### src/rtl/regfile_wb_sched_if.sv
// rtl/regfile_wb_sched_if.sv - writeback requesters, decode claim and register-file write port bundle
interface regfile_wb_sched_if #(
    parameter int ADDR_W = 5,
    parameter int DATA_W = 32
);
    logic              i_a_valid;
    logic [ADDR_W-1:0] i_a_addr;
    logic [DATA_W-1:0] i_a_data;
    logic              o_a_ready;

    logic              i_b_valid;
    logic [ADDR_W-1:0] i_b_addr;
    logic [DATA_W-1:0] i_b_data;
    logic              o_b_ready;

    logic              i_claim_valid;
    logic [ADDR_W-1:0] i_claim_addr;
    logic [31:0]       o_busy;

    logic              o_rf_we;
    logic [ADDR_W-1:0] o_rf_wa;
    logic [DATA_W-1:0] o_rf_wd;

    modport master (
        output i_a_valid, i_a_addr, i_a_data,
        output i_b_valid, i_b_addr, i_b_data,
        output i_claim_valid, i_claim_addr,
        input  o_a_ready, o_b_ready, o_busy,
        input  o_rf_we, o_rf_wa, o_rf_wd
    );

    modport slave (
        input  i_a_valid, i_a_addr, i_a_data,
        input  i_b_valid, i_b_addr, i_b_data,
        input  i_claim_valid, i_claim_addr,
        output o_a_ready, o_b_ready, o_busy,
        output o_rf_we, o_rf_wa, o_rf_wd
    );
endinterface

### src/rtl/regfile_wb_sched.sv
// rtl/regfile_wb_sched.sv - round-robin writeback port scheduler with pending-write scoreboard (REGFILE_WB_SCOREBOARD_EN)
module regfile_wb_sched #(
    parameter int ADDR_W = 5,
    parameter int DATA_W = 32
) (
    input  logic                clk,
    input  logic                rstn,
    regfile_wb_sched_if.slave   bus
);
    logic              last_b;
    logic              a_ready;
    logic              b_ready;
    logic              rf_we_q;
    logic [ADDR_W-1:0] rf_wa_q;
    logic [DATA_W-1:0] rf_wd_q;
    logic [ADDR_W-1:0] acc_addr;
    logic [DATA_W-1:0] acc_data;
    logic              accept;

    // Contention goes to whichever requester did not win the previous accept.
    always_comb begin
        a_ready = 1'b0;
        b_ready = 1'b0;
        if (rstn) begin
            a_ready = bus.i_a_valid && (!bus.i_b_valid || last_b);
            b_ready = bus.i_b_valid && (!bus.i_a_valid || !last_b);
        end
    end

    assign accept   = a_ready || b_ready;
    assign acc_addr = a_ready ? bus.i_a_addr : bus.i_b_addr;
    assign acc_data = a_ready ? bus.i_a_data : bus.i_b_data;

    always_ff @(posedge clk) begin
        if (!rstn) begin
            last_b  <= 1'b1;
            rf_we_q <= 1'b0;
            rf_wa_q <= '0;
            rf_wd_q <= '0;
        end else begin
            if (accept) begin
                last_b  <= b_ready;
                rf_wa_q <= acc_addr;
                rf_wd_q <= acc_data;
                rf_we_q <= (acc_addr != '0);
            end else begin
                rf_we_q <= 1'b0;
            end
        end
    end

    assign bus.o_a_ready = a_ready;
    assign bus.o_b_ready = b_ready;
    assign bus.o_rf_we   = rf_we_q;
    assign bus.o_rf_wa   = rf_wa_q;
    assign bus.o_rf_wd   = rf_wd_q;

`ifdef REGFILE_WB_SCOREBOARD_EN
    logic [31:0] busy_q;
    logic [31:0] busy_d;

    // Clear first so a same-cycle claim of the committing register keeps it busy.
    always_comb begin
        busy_d = busy_q;
        if (rf_we_q)
            busy_d[rf_wa_q] = 1'b0;
        if (bus.i_claim_valid && (bus.i_claim_addr != '0))
            busy_d[bus.i_claim_addr] = 1'b1;
        busy_d[0] = 1'b0;
    end

    always_ff @(posedge clk) begin
        if (!rstn)
            busy_q <= '0;
        else
            busy_q <= busy_d;
    end

    assign bus.o_busy = busy_q;
`else
    logic unused_claim;
    assign unused_claim = ^{bus.i_claim_valid, bus.i_claim_addr};
    assign bus.o_busy   = '0;
`endif
endmodule

### src/flat_wrapper.sv
// flat-port wrapper written by rule: the top's interface ports become plain ports
module regfile_wb_sched_flat 
#(
    parameter int ADDR_W = 5,
    parameter int DATA_W = 32
)
  (clk, rstn, bus_i_a_valid, bus_i_a_addr, bus_i_a_data, bus_i_b_valid, bus_i_b_addr, bus_i_b_data, bus_i_claim_valid, bus_i_claim_addr, bus_o_a_ready, bus_o_b_ready, bus_o_busy, bus_o_rf_we, bus_o_rf_wa, bus_o_rf_wd);
  regfile_wb_sched_if #(.ADDR_W(ADDR_W), .DATA_W(DATA_W)) bus_i ();
  input  logic clk;
  input  logic rstn;
  input wire logic [$bits(bus_i.i_a_valid)-1:0] bus_i_a_valid;
  input wire logic [$bits(bus_i.i_a_addr)-1:0] bus_i_a_addr;
  input wire logic [$bits(bus_i.i_a_data)-1:0] bus_i_a_data;
  input wire logic [$bits(bus_i.i_b_valid)-1:0] bus_i_b_valid;
  input wire logic [$bits(bus_i.i_b_addr)-1:0] bus_i_b_addr;
  input wire logic [$bits(bus_i.i_b_data)-1:0] bus_i_b_data;
  input wire logic [$bits(bus_i.i_claim_valid)-1:0] bus_i_claim_valid;
  input wire logic [$bits(bus_i.i_claim_addr)-1:0] bus_i_claim_addr;
  output wire logic [$bits(bus_i.o_a_ready)-1:0] bus_o_a_ready;
  output wire logic [$bits(bus_i.o_b_ready)-1:0] bus_o_b_ready;
  output wire logic [$bits(bus_i.o_busy)-1:0] bus_o_busy;
  output wire logic [$bits(bus_i.o_rf_we)-1:0] bus_o_rf_we;
  output wire logic [$bits(bus_i.o_rf_wa)-1:0] bus_o_rf_wa;
  output wire logic [$bits(bus_i.o_rf_wd)-1:0] bus_o_rf_wd;
  assign bus_i.i_a_valid = bus_i_a_valid;
  assign bus_i.i_a_addr = bus_i_a_addr;
  assign bus_i.i_a_data = bus_i_a_data;
  assign bus_i.i_b_valid = bus_i_b_valid;
  assign bus_i.i_b_addr = bus_i_b_addr;
  assign bus_i.i_b_data = bus_i_b_data;
  assign bus_i.i_claim_valid = bus_i_claim_valid;
  assign bus_i.i_claim_addr = bus_i_claim_addr;
  assign bus_o_a_ready = bus_i.o_a_ready;
  assign bus_o_b_ready = bus_i.o_b_ready;
  assign bus_o_busy = bus_i.o_busy;
  assign bus_o_rf_we = bus_i.o_rf_we;
  assign bus_o_rf_wa = bus_i.o_rf_wa;
  assign bus_o_rf_wd = bus_i.o_rf_wd;
  regfile_wb_sched #(.ADDR_W(ADDR_W), .DATA_W(DATA_W)) u_core (.clk(clk), .rstn(rstn), .bus(bus_i));
endmodule
### config.mk
export PLATFORM = sky130hd
export DESIGN_NAME = regfile_wb_sched_flat
export DESIGN_NICKNAME = d
export VERILOG_FILES = /design/src/rtl/regfile_wb_sched_if.sv /design/src/rtl/regfile_wb_sched.sv /design/src/flat_wrapper.sv
export SDC_FILE = /design/constraint.sdc
export NUM_CORES = 1
export LEC_CHECK = 0
export BUFFER_PORTS_ARGS = -buffer_cell sky130_fd_sc_hd__clkbuf_2
export CAP_MARGIN = 10
export CORE_MARGIN = 2
export CORE_UTILIZATION = 30
export CTS_CLUSTER_SIZE = 28
export DETAILED_ROUTE_END_ITERATION = 6
export SLEW_MARGIN = 30
export SYNTH_ARGS = -nofsm -noshare
export SYNTH_HDL_FRONTEND = slang
export SYNTH_SLANG_ARGS = --single-unit
### constraint.sdc
create_clock -name clk -period 2.2 [get_ports clk]
set_clock_uncertainty 0.15 [all_clocks]
set_input_delay 0.66 -clock clk [delete_from_list [all_inputs] [get_ports clk]]
set_output_delay 0.66 -clock clk [all_outputs]
set_load 0.1 [all_outputs]
==> results.cfg, run 1 <==
[route]
drtPass1Iterations = 4
ant_nets = 0
via_per_inst = 4.53
routed-via-count = 1966
routed_wl_um = 5570
drc_errors = 0
drt_iter0_drc = 50
wl_per_cell_um = 12.8

[floorplan]
die_width_um = 88.4
die_y_um = 88.4
core-area_um2 = 6830
rows = 30
initial_utilization_pct = 31.3
pin_count = 156
dieArea_um2 = 7810

[clock_tree]
cts_tree = yes
clock_latency_ns = 0.28
cts_resized = 0
root_buffer = clkbuf_8
htree_levels = 2
cts_setup_buffers = 0
clock_sinks = 39
cts_hold_repair.buffers = 0
cts.clk_slew.worst_paths_ns = 0.07
numCtsBuffers = 5
clock_path_buffers = 2

[timing]
slew_viol_final = 0
hold_viol = 0
worstMarginPinSlew_ns = 0.552
finalSetupViolations = 0
finalCritPeriodShare_pct = 97.5
fmax_mhz = 466
fin_ws_ns = 0.0560
min_period_ns = 2.14
rsz0062_at_grt = false
slew_headroom_pct = 63.4

[run_status]
status = finished clean

[setup_path]
crit_cells = 4
cpPeakStageDelay_ns = 0.25
timing.rr.end = u_core.bus.o_rf_wd[17]
startpoint = bus_i_b_valid
required_ns = 1.39
cp-end-kind = output port
cp_cell_sequence = clkbuf_2, a21bo_2, nor2_4, buf_12
worstSetupStartpointType = primary input
cp_slowest_cell = a21bo_2
regToRegSetupSlack_ns = 0.61
crit_type = primary input to output port
reg2reg_depth = 4
cp_num_buf_inv = 2
r2r-start = u_core.last_b
cp.arrival_ns = 1.33
endpoint = bus_o_b_ready
path_delay_family = buffers and inverters
critPathMaxFanout = 5

[final_layout]
antennaDiodeCount = 0
layout-drive-gt1-share_pct = 48.8
num-nets-final = 421
area_growth_pct = 29.2
final_util_pct = 40.4
final_common_cell = clkbuf_2
final_cells = 434
final_cell_mix = 115 x clkbuf_2, 39 x dfxtp_1, 35 x nor2_1, 34 x nor3_1, 32 x conb_1

[placed_design]
placed_cells = 426
routabilityCongestion = 0.753
port_buffers = 117
hpwl_um = 3930
pre_cts_ws_ns = 0.0649

[grt]
grt_pass1_vias = 1817
grt_usage_pct = 14.0
grt.overflow.total = 0
grt_pass1_wl_um = 8560
antenna_found_initial = 0
grt_max_degree = 38

[logic_synthesis]
syn_area_um2 = 2140
yosys_warnings = 0
syn_avg_cell_area_um2 = 9.41
ys_seq_area_share_pct = 36.6
ys_ff_latch = 39
syn_inst = 227
synth_cell_type_count = 23

[power_and_ir_drop]
ir_worst_vdd_uv = 287
leakagePower_nw = 1.25
p_per_area_nw_per_um2 = 844

[min_path]
min_path_type = flip-flop to flip-flop

[run]
cap_viol_max_count = 0
-- state kept, by name, summed over array words and instances, names as in the netlist --
signal              flops
u_core.bus.o_rf_wd     32
u_core.bus.o_rf_wa      5
u_core.bus.o_rf_we      1
u_core.last_b           1
-- how the worst min path moves through the flow --
stage / slack, ns / end / cells past startpoint / from
2_1_floorplan: 0.37 / u_core.last_b / 2 / u_core.last_b
3_3_place_gp: 0.36 / u_core.bus.o_rf_wd[28] / 2 / u_core.bus.o_rf_wd[28]
3_5_place_dp: 0.36 / u_core.bus.o_rf_wd[13] / 2 / u_core.bus.o_rf_wd[13]
4_1_cts: 0.37 / u_core.bus.o_rf_wd[13] / 2 / u_core.bus.o_rf_wd[13]
5_1_grt: 0.39 / u_core.bus.o_rf_wd[25] / 2 / u_core.bus.o_rf_wd[25]
6_report: 0.37 / u_core.bus.o_rf_wd[15] / 2 / u_core.bus.o_rf_wd[15]
-- metal layers --
layer	track usage, %	wire [µm]	vias to the layer above	part of all wire, %
met4	3.86	24	0	0.43
met3	3.73	397	4	7.1
li1	-	-	978	-
met2	23.0	2640	84	47
met5	0	0	-	0
met1	18.1	2510	900	45
-- stage by stage --
step	total power [mW]	area (µm²)	hold slack [ns]	TNS, ns
2_1_floorplan	1.75	2280	0.368	-0.0633
3_3_place_gp	1.87	2680	0.359	0
3_5_place_dp	1.88	2680	0.364	0
4_1_cts	2.36	2760	0.375	0
5_1_grt	2.43	2760	0.393	0
6_report	2.33	2760	0.371	0
-- cells by family after synthesis --
family | synth area share [%]
AND/OR/NAND/NOR | 16.7
other | 0.176
flip-flops | 36.6
AO/OA/AOI/OAI | 27.8
buffers and inverters | 18.8
-- synthesized netlist by cell type --
library cell,number,share of area (%)
clkbuf_1,4,0.70
or2_1,1,0.29
buf_6,6,3.2
a21bo_1,1,0.47
dfxtp_1,39,37
o21ai_0,10,2.3
a31oi_1,5,1.5
buf_4,34,12
nor3_1,34,8.0
o221ai_2,30,21
a22o_1,1,0.41
and2_1,1,0.29
conb_1,1,0.18
nor2b_1,1,0.29
nor2_1,37,6.5
nand2_1,3,0.53
buf_8,2,1.4
buf_2,6,1.4
nand2b_1,2,0.59
a21oi_1,5,1.2
nand3_1,1,0.23
o221ai_1,2,0.82
inv_1,1,0.18
-- area by class of cell --
cell class | instances | area, µm²
clock buffer | 7 | 76.3
clock inverter | 1 | 5.00
fill | 719 | 4070
inverter | 1 | 3.75
multi-input combinational | 166 | 1090
sequential | 39 | 781
tap | 96 | 120
timing repair buffer | 124 | 681
-- worst register-to-register path: stages, from the launching register on --
cell and delay [ns]:
dfxtp_1 0.42, a21bo_2 0.20, buf_4 0.44, o221ai_1 0.21, nor2_1 0.11
-- report_power, final --
group          internal, mW  switching, mW
registers             0.769         0.0409
logic                 0.178          0.871
clock network         0.223          0.245
total                  1.17           1.16
(Power assumes the default switching activity.)
==> run 2, diff against run 1 <==
- MAX_ROUTING_LAYER: unset -> met4
==> run 2 against run 1 <==
Compared with the run above:
- setup slack about the same
- largest cell class unchanged
- critical endpoint unchanged
- count of clock-buffer cells in the layout is the same
- combinational power about the same
- clock power decreased by 0.9%
- final cell count did not move
- sequential share of layout area stayed put
- fmax barely moved
- critical path type unchanged
- via count rose by 0.36%
- die area is the same
- sequential power is essentially flat
- utilization stayed put
- non-clock buffer count stayed put
==> results.cfg, run 2 (synthesis gave the netlist of run 1 again) <==
[placed_design]
port_buffers = 117
dpl-instance-area_um2 = 2680
pre_cts_ws_ns = 0.0649
routabilityCongestion = 0.762
hpwl_um = 3930
placed_cells = 426

[final_layout]
final_cells = 434
num-nets-final = 421
design_area_um2 = 2760
largest_register_ffs = 32
final_cell_mix = 115 x clkbuf_2, 39 x dfxtp_1, 35 x nor2_1, 34 x nor3_1, 32 x conb_1
layout-drive-gt1-share_pct = 48.8
final_util_pct = 40.4
area_growth_pct = 29.2
final_common_cell = clkbuf_2
antennaDiodeCount = 0

[timing]
worstMarginPinSlew_ns = 0.552
slew_headroom_pct = 63.4
hold_viol = 0
slew_viol_final = 0
fin_ws_ns = 0.0561
finalSetupViolations = 0
hold_ws_ns = 0.371
finalSetupTns_ns = 0
fmax_mhz = 466
min_period_ns = 2.14
finalCritPeriodShare_pct = 97.5
rsz0062_at_grt = false

[clock_tree]
clock_sinks = 39
cts_hold_repair.buffers = 0
htree_levels = 2
clock_path_buffers = 2
cts_setup_buffers = 0
cts_resized = 0
cts_tree = yes
root_buffer = clkbuf_8
numCtsBuffers = 5
cts.clk_slew.worst_paths_ns = 0.07
clock_latency_ns = 0.28

[run_status]
status = finished clean

[power_and_ir_drop]
ir_worst_vdd_uv = 287
p_clk_share_pct = 20.0
intPower_mw = 1.17
swShare_pct = 49.6
power.total_mw = 2.32
power_frac_seq_pct = 34.9
p_per_area_nw_per_um2 = 842
combPwrFrac_pct = 45.2
leakagePower_nw = 1.25
p_switching_mw = 1.15

[floorplan]
initial_utilization_pct = 31.3
pin_count = 156
die_width_um = 88.4
dieArea_um2 = 7810
die_y_um = 88.4
core-area_um2 = 6830
rows = 30

[route]
drt_iter0_drc = 50
ant_nets = 0
via_per_inst = 4.55
routed_wl_um = 5570
routed-via-count = 1973
drtPass1Iterations = 4
wl_per_cell_um = 12.8
drc_errors = 0

[setup_path]
cp_slowest_cell = a21bo_2
path_delay_family = buffers and inverters
cp_num_buf_inv = 2
cp.arrival_ns = 1.33
worstSetupStartpointType = primary input
cp-end-kind = output port
cpPeakStageDelay_ns = 0.25
crit_type = primary input to output port
required_ns = 1.39
critPathMaxFanout = 5
cp_cell_sequence = clkbuf_2, a21bo_2, nor2_4, buf_12

[grt]
grt.overflow.total = 0
grt_usage_pct = 14.4
grt_pass1_vias = 1817
antenna_found_initial = 0
grt_max_degree = 38
grt_pass1_wl_um = 8540

[run]
cap_viol_max_count = 0

[min_path]
min_path_type = flip-flop to flip-flop
## run 2: worst paths after layout
kind | start | end | slack (ns) | cells past startpoint
max reg2reg | u_core.last_b | u_core.bus.o_rf_wd[17] | 0.61 | 4
min reg2reg | u_core.bus.o_rf_wd[15] | u_core.bus.o_rf_wd[15] | 0.37 | 2
min | u_core.bus.o_rf_wd[15] | u_core.bus.o_rf_wd[15] | 0.37 | 2
max | bus_i_b_valid | bus_o_b_ready | 0.06 | 4
## run 2: per-layer routing
| metal | routed length [µm] | GRT usage, % | vias up | part of all wire [%] |
|---|---|---|---|---|
| li1 | - | - | 978 | - |
| met1 | 2510 | 18.4 | 909 | 45 |
| met2 | 2670 | 23.0 | 84 | 48 |
| met3 | 362 | 3.26 | 2 | 6.5 |
| met4 | 21 | 3.86 | 0 | 0.38 |
| met5 | 0 | - | - | 0 |
## run 2: area by class of cell
cell class | instances | area (µm²)
Clock inverter | 1 | 5.00
Tap cell | 96 | 120
Clock buffer | 7 | 76.3
Inverter | 1 | 3.75
Fill cell | 719 | 4070
Multi-Input combinational cell | 166 | 1090
Sequential cell | 39 | 781
Timing Repair Buffer | 124 | 681
## run 2: worst reg2reg max path: cells and delay by family, from the launching register on
family	cells	cell delay, ns
AOI/OAI and AO/OA	2	0.40
buffers and inverters	1	0.44
DFF	1	0.42
and+or+nand+nor	1	0.11
## run 2: power by group through the flow
stage / registers, mW / logic [mW] / clock network, mW
final: 0.810 / 1.05 / 0.464
after global routing: 0.817 / 1.09 / 0.521
after CTS: 0.811 / 1.06 / 0.492
after detailed placement: 0.827 / 1.05 / 0
after global placement: 0.825 / 1.05 / 0
after floorplan: 1.26 / 0.487 / 0
==> run 3, diff against run 2 <==
- CELL_PAD_IN_SITES_DETAIL_PLACEMENT: unset -> 2
- CELL_PAD_IN_SITES_GLOBAL_PLACEMENT: unset -> 2
- CORE_MARGIN: 2 -> unset
- CORE_UTILIZATION: 30 -> 23
- PLACE_DENSITY_LB_ADDON: unset -> 0.1
==> run 3 against run 2 <==
Compared with the run above:
- the run now ends with design-rule violations left
- non-clock buffer count rose by 1
- sequential share of layout area decreased by 0.59 points
- hold slack improved by 0.0022 ns
- first-iteration DRC count fell by 42%
- flip-flop and latch count is the same
- final cell count rose by 3.0%
- critical path depth unchanged
- die area rose by 24%
==> results.cfg, run 3 (synthesis gave the netlist of run 1 again) <==
[run_status]
status = finished, violations left
violations = design-rule violations

[timing]
finalSetupViolations = 0
finalCritPeriodShare_pct = 97.7
hold_viol = 0
slew_viol_final = 0
worstMarginPinSlew_ns = 0.577
min_period_ns = 2.15
slew_headroom_pct = 61.7
rsz0062_at_grt = false
finalSetupTns_ns = 0
fmax_mhz = 465

[route]
drtPass1Iterations = 7
drt_iter0_drc = 29
wl_per_cell_um = 15.5
drc_errors = 11
via_per_inst = 4.52
ant_nets = 0
routed_wl_um = 6940
routed-via-count = 2021

[setup_path]
critPathMaxFanout = 5
crit_type = primary input to output port
worstSetupStartpointType = primary input
startpoint = bus_i_b_valid
cp-end-kind = output port
r2r-start = u_core.last_b
cp.arrival_ns = 1.34
required_ns = 1.39

[clock_tree]
htree_levels = 2
cts_setup_buffers = 0
numCtsBuffers = 5
clock_latency_ns = 0.29
cts_tree = yes
cts.clk_slew.worst_paths_ns = 0.07
clock_path_buffers = 2
root_buffer = clkbuf_8
cts_resized = 0
clock_sinks = 39
cts_hold_repair.buffers = 0

[placed_design]
dpl-instance-area_um2 = 2700
port_buffers = 117
routabilityCongestion = 0.758
hpwl_um = 4950

[power_and_ir_drop]
leakagePower_nw = 1.28
swShare_pct = 47.4
p_clk_share_pct = 25.3
power_frac_seq_pct = 32.3
p_per_area_nw_per_um2 = 888
combPwrFrac_pct = 42.4
ir_worst_vdd_uv = 239
intPower_mw = 1.32
p_switching_mw = 1.19
power.total_mw = 2.50

[final_layout]
final_common_cell = clkbuf_2
multi_input_area_um2 = 1090
largest_register_ffs = 32
area_growth_pct = 31.9
regArea_um2 = 781
antennaDiodeCount = 0
final_util_pct = 31.8
final_cell_mix = 115 x clkbuf_2, 39 x dfxtp_1, 35 x nor2_1, 34 x nor3_1, 32 x conb_1
fillCellCount = 1078
num-nets-final = 422
design_area_um2 = 2820
layout-drive-gt1-share_pct = 49.6

[grt]
grt_max_degree = 38
grt_pass1_wl_um = 11100
grt_pass1_vias = 2204
antenna_found_initial = 0
grt_usage_pct = 15.1
grt.overflow.total = 0

[floorplan]
core-area_um2 = 8850
pin_count = 156
die_y_um = 98.4
initial_utilization_pct = 24.1
dieArea_um2 = 9680
rows = 34
die_width_um = 98.4

[min_path]
min_path_type = flip-flop to flip-flop
hold_start = u_core.bus.o_rf_wd[16]

[run]
cap_viol_max_count = 0
-- run 3: metal layers --
layer	GRT usage, %	share of wire (%)
met5	-	0
met4	3.79	0.88
met2	25.9	50
met3	2.79	6.7
met1	18.2	42
-- run 3: stage by stage --
stage	cells	hold WS, ns	setup slack [ns]
floorplan	258	0.368	-0.0633
global placement	439	0.361	0.0458
detailed placement	439	0.369	0.0488
CTS	447	0.381	0.0419
global route	447	0.405	0.0155
finish	447	0.373	0.0500
-- run 3: worst paths after layout --
path	slack (ns)	cells past startpoint	to
setup / recovery	0.05	4	bus_o_b_ready
hold reg to reg	0.37	2	u_core.bus.o_rf_wd[16]
setup reg to reg	0.55	4	u_core.bus.o_rf_wd[17]
hold / removal	0.37	2	u_core.bus.o_rf_wd[16]
-- run 3: power groups by stage --
stage | clock network, mW | logic [mW] | registers [mW]
floorplan | 0 | 0.487 | 1.26
global placement | 0 | 1.07 | 0.824
detailed placement | 0 | 1.07 | 0.827
CTS | 0.675 | 1.07 | 0.810
global route | 0.693 | 1.11 | 0.818
finish | 0.633 | 1.06 | 0.809
-- run 3: critical path: stages --
cell and delay (ns):
clkbuf_2 0.12, a21bo_2 0.25, nor2_4 0.12, buf_12 0.18
-- run 3: area by class of cell --
| cell class | count | area share [%] |
|---|---|---|
| Inverter | 1 | 0.133 |
| Clock buffer | 6 | 2.93 |
| Clock inverter | 2 | 1.24 |
| Multi-Input combinational cell | 166 | 38.8 |
| Tap cell | 108 | 4.80 |
| Sequential cell | 39 | 27.7 |
| Timing Repair Buffer | 125 | 24.4 |
